### src/rtl/store_write_buffer_pkg.sv
// Shared definitions for the store write buffer: default widths, word-address
// mask, the {addr, mask, data} entry layout and the drain FSM state type.
package store_write_buffer_pkg;

    localparam int Addr_Width = 32;
    localparam int Data_Width = 32;
    localparam int Mask_Width = 4;

    // Stores are word aligned on the way into the buffer.
    localparam logic [Addr_Width-1:0] Addr_Mask = 32'hFFFF_FFFC;

    // Entry layout, LSB first: data, then byte mask, then word address.
    localparam int Entry_Data_Lo = 0;
    localparam int Entry_Data_Hi = Data_Width - 1;
    localparam int Entry_Mask_Lo = Data_Width;
    localparam int Entry_Mask_Hi = Data_Width + Mask_Width - 1;
    localparam int Entry_Addr_Lo = Data_Width + Mask_Width;
    localparam int Entry_Addr_Hi = Data_Width + Mask_Width + Addr_Width - 1;
    localparam int Entry_Width   = Addr_Width + Mask_Width + Data_Width;

    typedef enum logic {
        ST_IDLE = 1'b0,
        ST_BUSY = 1'b1
    } swb_state_t;

endpackage

### src/rtl/store_fifo_ram.sv
// Register array holding the queued stores. One write port, one combinational
// read port for the entry about to be presented to memory. With STORE_FWD_EN
// defined, every slot is also exported for the store-to-load address compare.
module store_fifo_ram
    import store_write_buffer_pkg::*;
#(
    parameter int DEPTH     = 4,
    parameter int PTR_WIDTH = 2,
    parameter int ENTRY_W   = Entry_Width
) (
    input  logic                 clk,
    input  logic                 wr_en,
    input  logic [PTR_WIDTH-1:0] wr_ptr,
    input  logic [ENTRY_W-1:0]   wr_entry,
    input  logic [PTR_WIDTH-1:0] rd_ptr,
    output logic [ENTRY_W-1:0]   rd_entry
`ifdef STORE_FWD_EN
    ,
    output logic [ENTRY_W-1:0]   all_entries [DEPTH]
`endif
);

    logic [ENTRY_W-1:0] mem_array [DEPTH];

    // Entry storage; contents are only meaningful where the count says so,
    // so the array needs no reset.
    always_ff @(posedge clk) begin
        if (wr_en) begin
            mem_array[wr_ptr] <= wr_entry;
        end
    end

    assign rd_entry = mem_array[rd_ptr];

`ifdef STORE_FWD_EN
    genvar gi;
    generate
        for (gi = 0; gi < DEPTH; gi++) begin : g_all
            assign all_entries[gi] = mem_array[gi];
        end
    endgenerate
`endif

endmodule

### src/rtl/store_write_buffer.sv
// Store write buffer: accepts committed stores from the ROB into an in-order
// FIFO and drains them one at a time to data memory over mem_req/mem_ack.
// The head entry is counted until acknowledged, so buf_count includes the
// store in flight. Optional feature macro: STORE_FWD_EN adds a combinational
// store-to-load forwarding port that searches every valid entry.
module store_write_buffer
    import store_write_buffer_pkg::*;
#(
    parameter int ADDR_WIDTH = Addr_Width,
    parameter int DATA_WIDTH = Data_Width,
    parameter int DEPTH      = 4,
    parameter int PTR_WIDTH  = 2
) (
    input  logic                  clk,
    input  logic                  rst,
    input  logic                  dcache_write,
    input  logic [Mask_Width-1:0] dcache_mask,
    input  logic [ADDR_WIDTH-1:0] dcache_addr,
    input  logic [DATA_WIDTH-1:0] dcache_data,
    output logic                  dcache_write_valid,
    output logic                  mem_req,
    output logic [ADDR_WIDTH-1:0] mem_addr,
    output logic [Mask_Width-1:0] mem_wmask,
    output logic [DATA_WIDTH-1:0] mem_wdata,
    input  logic                  mem_ack,
    output logic                  buf_empty,
    output logic [PTR_WIDTH:0]    buf_count
`ifdef STORE_FWD_EN
    ,
    input  logic                  fwd_check,
    input  logic [ADDR_WIDTH-1:0] fwd_addr,
    output logic                  fwd_hit,
    output logic [DATA_WIDTH-1:0] fwd_data,
    output logic [Mask_Width-1:0] fwd_mask
`endif
);

    localparam int ENTRY_W = ADDR_WIDTH + Mask_Width + DATA_WIDTH;
    localparam int DATA_LO = 0;
    localparam int MASK_LO = DATA_WIDTH;
    localparam int ADDR_LO = DATA_WIDTH + Mask_Width;

    localparam logic [ADDR_WIDTH-1:0] WORD_MASK = ~ADDR_WIDTH'(3);
    localparam logic [PTR_WIDTH-1:0]  PTR_ONE   = 1;
    localparam logic [PTR_WIDTH:0]    CNT_ONE   = 1;
    localparam logic [PTR_WIDTH:0]    CNT_FULL  = (PTR_WIDTH + 1)'(DEPTH);

    swb_state_t            state_reg, state_next;
    logic [PTR_WIDTH:0]    count_reg, count_next;
    logic [PTR_WIDTH-1:0]  wr_ptr_reg, rd_ptr_reg;
    logic                  mem_req_reg, mem_req_next;
    logic [ADDR_WIDTH-1:0] mem_addr_reg;
    logic [Mask_Width-1:0] mem_wmask_reg;
    logic [DATA_WIDTH-1:0] mem_wdata_reg;

    logic                  full;
    logic                  push;
    logic                  pop;
    logic                  load;
    logic [PTR_WIDTH-1:0]  load_ptr;
    logic [ENTRY_W-1:0]    wr_entry;
    logic [ENTRY_W-1:0]    load_entry;

    assign full               = (count_reg == CNT_FULL);
    assign dcache_write_valid = !full;
    // Zero-mask stores are acknowledged to the ROB but never occupy a slot.
    assign push     = dcache_write && !full && (dcache_mask != '0);
    assign wr_entry = {dcache_addr & WORD_MASK, dcache_mask, dcache_data};

`ifdef STORE_FWD_EN
    logic [ENTRY_W-1:0] all_entries [DEPTH];
`endif

    store_fifo_ram #(
        .DEPTH     (DEPTH),
        .PTR_WIDTH (PTR_WIDTH),
        .ENTRY_W   (ENTRY_W)
    ) u_ram (
        .clk         (clk),
        .wr_en       (push),
        .wr_ptr      (wr_ptr_reg),
        .wr_entry    (wr_entry),
        .rd_ptr      (load_ptr),
        .rd_entry    (load_entry)
`ifdef STORE_FWD_EN
        ,
        .all_entries (all_entries)
`endif
    );

    // Drain FSM: present the head, wait for ack, chain straight into the next
    // entry when one is already queued so streaming has no bubble.
    always_comb begin
        state_next   = state_reg;
        mem_req_next = mem_req_reg;
        load         = 1'b0;
        load_ptr     = rd_ptr_reg;
        pop          = 1'b0;
        case (state_reg)
            ST_IDLE: begin
                if (count_reg != '0) begin
                    load         = 1'b1;
                    mem_req_next = 1'b1;
                    state_next   = ST_BUSY;
                end
            end
            ST_BUSY: begin
                if (mem_ack) begin
                    pop = 1'b1;
                    if (count_reg != CNT_ONE) begin
                        load     = 1'b1;
                        load_ptr = rd_ptr_reg + PTR_ONE;
                    end else begin
                        mem_req_next = 1'b0;
                        state_next   = ST_IDLE;
                    end
                end
            end
            default: begin
                mem_req_next = 1'b0;
                state_next   = ST_IDLE;
            end
        endcase
    end

    // Occupancy: a simultaneous push and pop leaves the count unchanged.
    always_comb begin
        count_next = count_reg;
        if (push && !pop) begin
            count_next = count_reg + CNT_ONE;
        end else if (!push && pop) begin
            count_next = count_reg - CNT_ONE;
        end
    end

    // Control state, pointers and count; reset abandons any request in flight.
    always_ff @(posedge clk or negedge rst) begin
        if (!rst) begin
            state_reg   <= ST_IDLE;
            count_reg   <= '0;
            wr_ptr_reg  <= '0;
            rd_ptr_reg  <= '0;
            mem_req_reg <= 1'b0;
        end else begin
            state_reg   <= state_next;
            count_reg   <= count_next;
            mem_req_reg <= mem_req_next;
            if (push) begin
                wr_ptr_reg <= wr_ptr_reg + PTR_ONE;
            end
            if (pop) begin
                rd_ptr_reg <= rd_ptr_reg + PTR_ONE;
            end
        end
    end

    // Memory-side payload registers, held stable until the next load.
    always_ff @(posedge clk or negedge rst) begin
        if (!rst) begin
            mem_addr_reg  <= '0;
            mem_wmask_reg <= '0;
            mem_wdata_reg <= '0;
        end else if (load) begin
            mem_addr_reg  <= load_entry[ADDR_LO +: ADDR_WIDTH];
            mem_wmask_reg <= load_entry[MASK_LO +: Mask_Width];
            mem_wdata_reg <= load_entry[DATA_LO +: DATA_WIDTH];
        end
    end

    assign mem_req   = mem_req_reg;
    assign mem_addr  = mem_addr_reg;
    assign mem_wmask = mem_wmask_reg;
    assign mem_wdata = mem_wdata_reg;
    assign buf_count = count_reg;
    assign buf_empty = (count_reg == '0) && !mem_req_reg;

`ifdef STORE_FWD_EN
    logic [DEPTH-1:0]   fwd_match;     // indexed by age, 0 = oldest (head)
    logic [ENTRY_W-1:0] age_entry [DEPTH];
    logic [ADDR_WIDTH-1:0] fwd_word;

    assign fwd_word = fwd_addr & WORD_MASK;

    genvar gi;
    generate
        for (gi = 0; gi < DEPTH; gi++) begin : g_fwd
            localparam logic [PTR_WIDTH:0] AGE = gi;
            logic [PTR_WIDTH-1:0] slot;
            assign slot          = rd_ptr_reg + AGE[PTR_WIDTH-1:0];
            assign age_entry[gi] = all_entries[slot];
            assign fwd_match[gi] = (AGE < count_reg) &&
                                   (age_entry[gi][ADDR_LO +: ADDR_WIDTH] == fwd_word);
        end
    endgenerate

    // Byte merge from oldest to youngest so younger stores overwrite the
    // lanes they cover and older ones fill in the rest.
    always_comb begin
        fwd_data = '0;
        fwd_mask = '0;
        if (fwd_check) begin
            for (int k = 0; k < DEPTH; k++) begin
                if (fwd_match[k]) begin
                    for (int b = 0; b < Mask_Width; b++) begin
                        if (age_entry[k][MASK_LO + b]) begin
                            fwd_mask[b]         = 1'b1;
                            fwd_data[b*8 +: 8]  = age_entry[k][DATA_LO + b*8 +: 8];
                        end
                    end
                end
            end
        end
    end

    assign fwd_hit = fwd_check && (|fwd_match);
`endif

endmodule

### config.mk
export PLATFORM = sky130hd
export DESIGN_NAME = store_write_buffer
export DESIGN_NICKNAME = d
export VERILOG_FILES = /design/src/rtl/store_write_buffer_pkg.sv /design/src/rtl/store_fifo_ram.sv /design/src/rtl/store_write_buffer.sv
export SDC_FILE = /design/constraint.sdc
export NUM_CORES = 1
export LEC_CHECK = 0
export ABC_AREA = 1
export ABC_CLOCK_PERIOD_IN_PS = 13200
export BUFFER_PORTS_ARGS = -buffer_cell sky130_fd_sc_hd__buf_2
export CORE_UTILIZATION = 63
export CTS_CLUSTER_SIZE = 14
export DETAILED_ROUTE_END_ITERATION = 8
export PLACE_DENSITY_LB_ADDON = 0.25
export SYNTH_ARGS = -nofsm -noshare
export SYNTH_HDL_FRONTEND = slang
export SYNTH_SLANG_ARGS = --single-unit
### constraint.sdc
create_clock -name clk -period 13.2 [get_ports clk]
set_clock_uncertainty 0.15 [all_clocks]
set_input_delay 1.98 -clock clk [delete_from_list [all_inputs] [get_ports clk]]
set_output_delay 1.98 -clock clk [all_outputs]
set_load 0.1 [all_outputs]
==> impl_results.md <==
- Max Fanout on Critical Path: 67
- Global-route wire length before repair: 47.2 mm
- Result of the run: finished, final reports clean
- Setup CP Type: in2reg
- Ratio of cells with drive above 1 in the final layout: 14.1%
- Slowest stage cell on the critical path: nand2_4
- Post-synthesis sequential area ratio: 67.9%
- Total global-route track usage: 25.9%
- Count of hold-fix buffers inserted at cts: 0
- Die Outline Area: 23500 sq um
- Count of synthesis-stage warnings from yosys: 0
- Endpoints failing setup: 0
- Total of cells resized after clock tree synthesis: 0
- Hold Path Stages: 2
- Top Family by Delay on Critical Path: simple AND/OR/NAND/NOR gates
- Critical Path Stages: 11
- Total wire length after detailed routing: 30.0 mm
- Drt first-iter violations: between 700 and 800
- Maximum clock path buffer count: 3
- Type of element capturing the critical path: flop
- Share of the clock period used by the worst path: 37.1%
- Kind of launch point of the worst setup path: primary input
- TritonCTS clock tree: yes
- Clock root buffer master: clkbuf_16
- Count of buffers from port buffering: ~140
- Final non-filler cell area: 16400 sq um
- Main flop type after synthesis: edfxtp_1
- Area of the core region: 22600 sq um
- Via count of the routed design: about 10k
- Maximum clock rate: just over 0.2 GHz
- Area Overhead vs Synth: 13.4%
- DP Worst Slack: roughly 8 ns
- Clock transition at the registers of the reported paths: 0.06 ns
- Transition time at the pin with the least slew margin: 1.12 ns
- Effective utilization at floorplan: 63.9%
- Cell types occupying the most area after synthesis: edfxtp_1 (55%), dfrtp_1 (13%), nand2_1 (11%)
- Slew Limit Headroom: 25.6%
- Post-synth EDFFs: 264
- Number of synthesized register bits: 339
- Critical register-to-register path startpoint: buf_count[1]
- Drt first pass iters: 7
- Most area-hungry cell type in the Yosys netlist: edfxtp_1
- Max-slew violation total from the final report: 0
- Number of antenna violations at the first check in global routing: 5
- Die width: about 150 um
- Share of the synthesized area in the top cell type: 54.9%
- Max FFs per register: 264
- Async set or reset register ratio after synthesis: 22.1%
- Post-CTS Setup Bufs: 0
- Antenna violation net count after detailed routing: 0
- Arrival time reported for the critical path endpoint: 5.14 ns
- Ordered list of cells on the worst path: buf_2 > nand2_2 > inv_4 > nand3_4 > nand2_4 > buf_4 > nand2_1 > nand3_1 > nand2_1 > nand2_1 > nand2_1
- Placed wire-length estimate after detailed placement: 15.5 mm
- Number of distinct library cells after synthesis: 23
- Worst hold path startpoint: mem_wdata[30]
- Most used cells in the layout excluding fill and tap cells: nand2_1 (407), inv_1 (273), nand3_1 (267)
- Number of nets in the layout: 1604
- Total DRC errors in the routed layout: 0
- Die Y: 153 um
- Routability-driven placement congestion ratio: 0.717
- Mean Syn Cell Area: 10.3 sq um
- Worst path bufs/invs: 3
- Count of final hold-check violations: 0
- Final Worst Setup Slack: 8.30 ns
- Cell Area, Synth: between 10000 and 15000 sq um
- H-tree level count: 2
- Max-cap check violation count: 0
- Number of clock sinks seen by CTS: 339
- Total congestion overflow after global routing: 0
- Worst min-delay path class: reg2reg
- I/O pin total: 146
- Average detailed-routed wire length per instance: 16.3 um
- Shortest period the worst path allows: 4.90 ns
- Row count: 55
- Setup Total Neg Slack: 0 ns
- Number of global-route vias before repair: 9463
- Post-detailed-placement cell area: between 15000 and 20000 sq um
- Worst path required time: 13.43 ns
- Number of buffers created by CTS: 36
- Post-detailed-route via-to-cell ratio: around 5.3
- Largest net degree at the start of global routing: 69
- Most frequent standard cell in the layout excluding fill and tap cells: nand2_1
- Setup repair after global routing missed its margin: no
- Insertion delay to the later sink of the worst-skew pair: 0.50 ns
- R2r worst-path depth: 11
- Most repeated library cell on the critical path: nand2_1
- Synthesized netlist cell count: 1402
- Largest stage delay on the critical path: 0.93 ns
- Critical Path Source: mem_ack
cell type report:
class / instances / area [sq um]
multi-input cells: 715 / 3220
repair buffers: 154 / 806
flip-flops and latches: 339 / 9800
clock buffers: 57 / 1060
clock inverters: 7 / 62.6
fillers: 1548 / 6210
well taps: 285 / 357
inverters: 277 / 1040
diodes: 3 / 7.51
cells by family (layout without fill, tap and decap cells):
| family | count (synthesis) | count (layout) | share of synthesized area [%] |
|---|---|---|---|
| AOI/OAI and AO/OA | 7 | 7 | 0.277 |
| xor gates and xnor gates | 5 | 5 | 0.303 |
| adders and majority gates | 9 | 9 | 0.780 |
| buffers and inverters | 349 | 495 | 10.1 |
| DFF | 339 | 339 | 67.9 |
| other | 1 | 5 | 0.0260 |
| and+or+nand+nor | 692 | 692 | 20.6 |
worst reg2reg max path, delay by kind of cell (launching register included):
kind | cells | cell delay (ns)
buffers and inverters | 2 | 0.79
DFF | 1 | 0.38
and+or+nand+nor | 8 | 2.28
adders and majority gates | 1 | 0.21
stage by stage:
step	hold WS, ns	utilization (%)	std cells
after global placement	0.306	67.5	1770
after detailed placement	0.310	67.5	1770
after floorplan	0.346	-	1403
after global routing	0.336	72.5	1836
after CTS	0.325	72.5	1834
final	0.319	72.5	1837
worst paths after layout:
path,end,slack [ns]
max in group asynchronous,mem_wdata[18],10.59
max,mem_wdata[8],8.30
min reg2reg,mem_wdata[30],0.32
min,mem_wdata[30],0.32
max reg2reg,mem_wdata[8],9.27
min in group asynchronous,mem_addr[7],1.29
synthesized netlist by cell type, types with 2 or more instances:
master    count
buf_1         6
buf_2        30
buf_4        10
buf_6         9
clkbuf_1     17
dfrtp_1      75
edfxtp_1    264
ha_1          9
inv_1       274
inv_2         2
nand2_1     409
nand2_2       2
nand2_4       3
nand3_1     267
nor2_1       10
o21ai_0       5
xor2_1        4
metal layers:
| metal | track usage [%] | vias to the layer above | routed length [um] |
|---|---|---|---|
| met5 | 0 | - | 23 |
| met2 | 45.3 | 344 | 15000 |
| li1 | - | 4698 | - |
| met4 | 10.3 | 4 | 806 |
| met3 | 4.48 | 71 | 2070 |
| met1 | 32.1 | 4611 | 12100 |
Power is left out: the tool's default activity adds up to more than one toggle a clock period on the data nets, which glitch-free logic cannot reach.
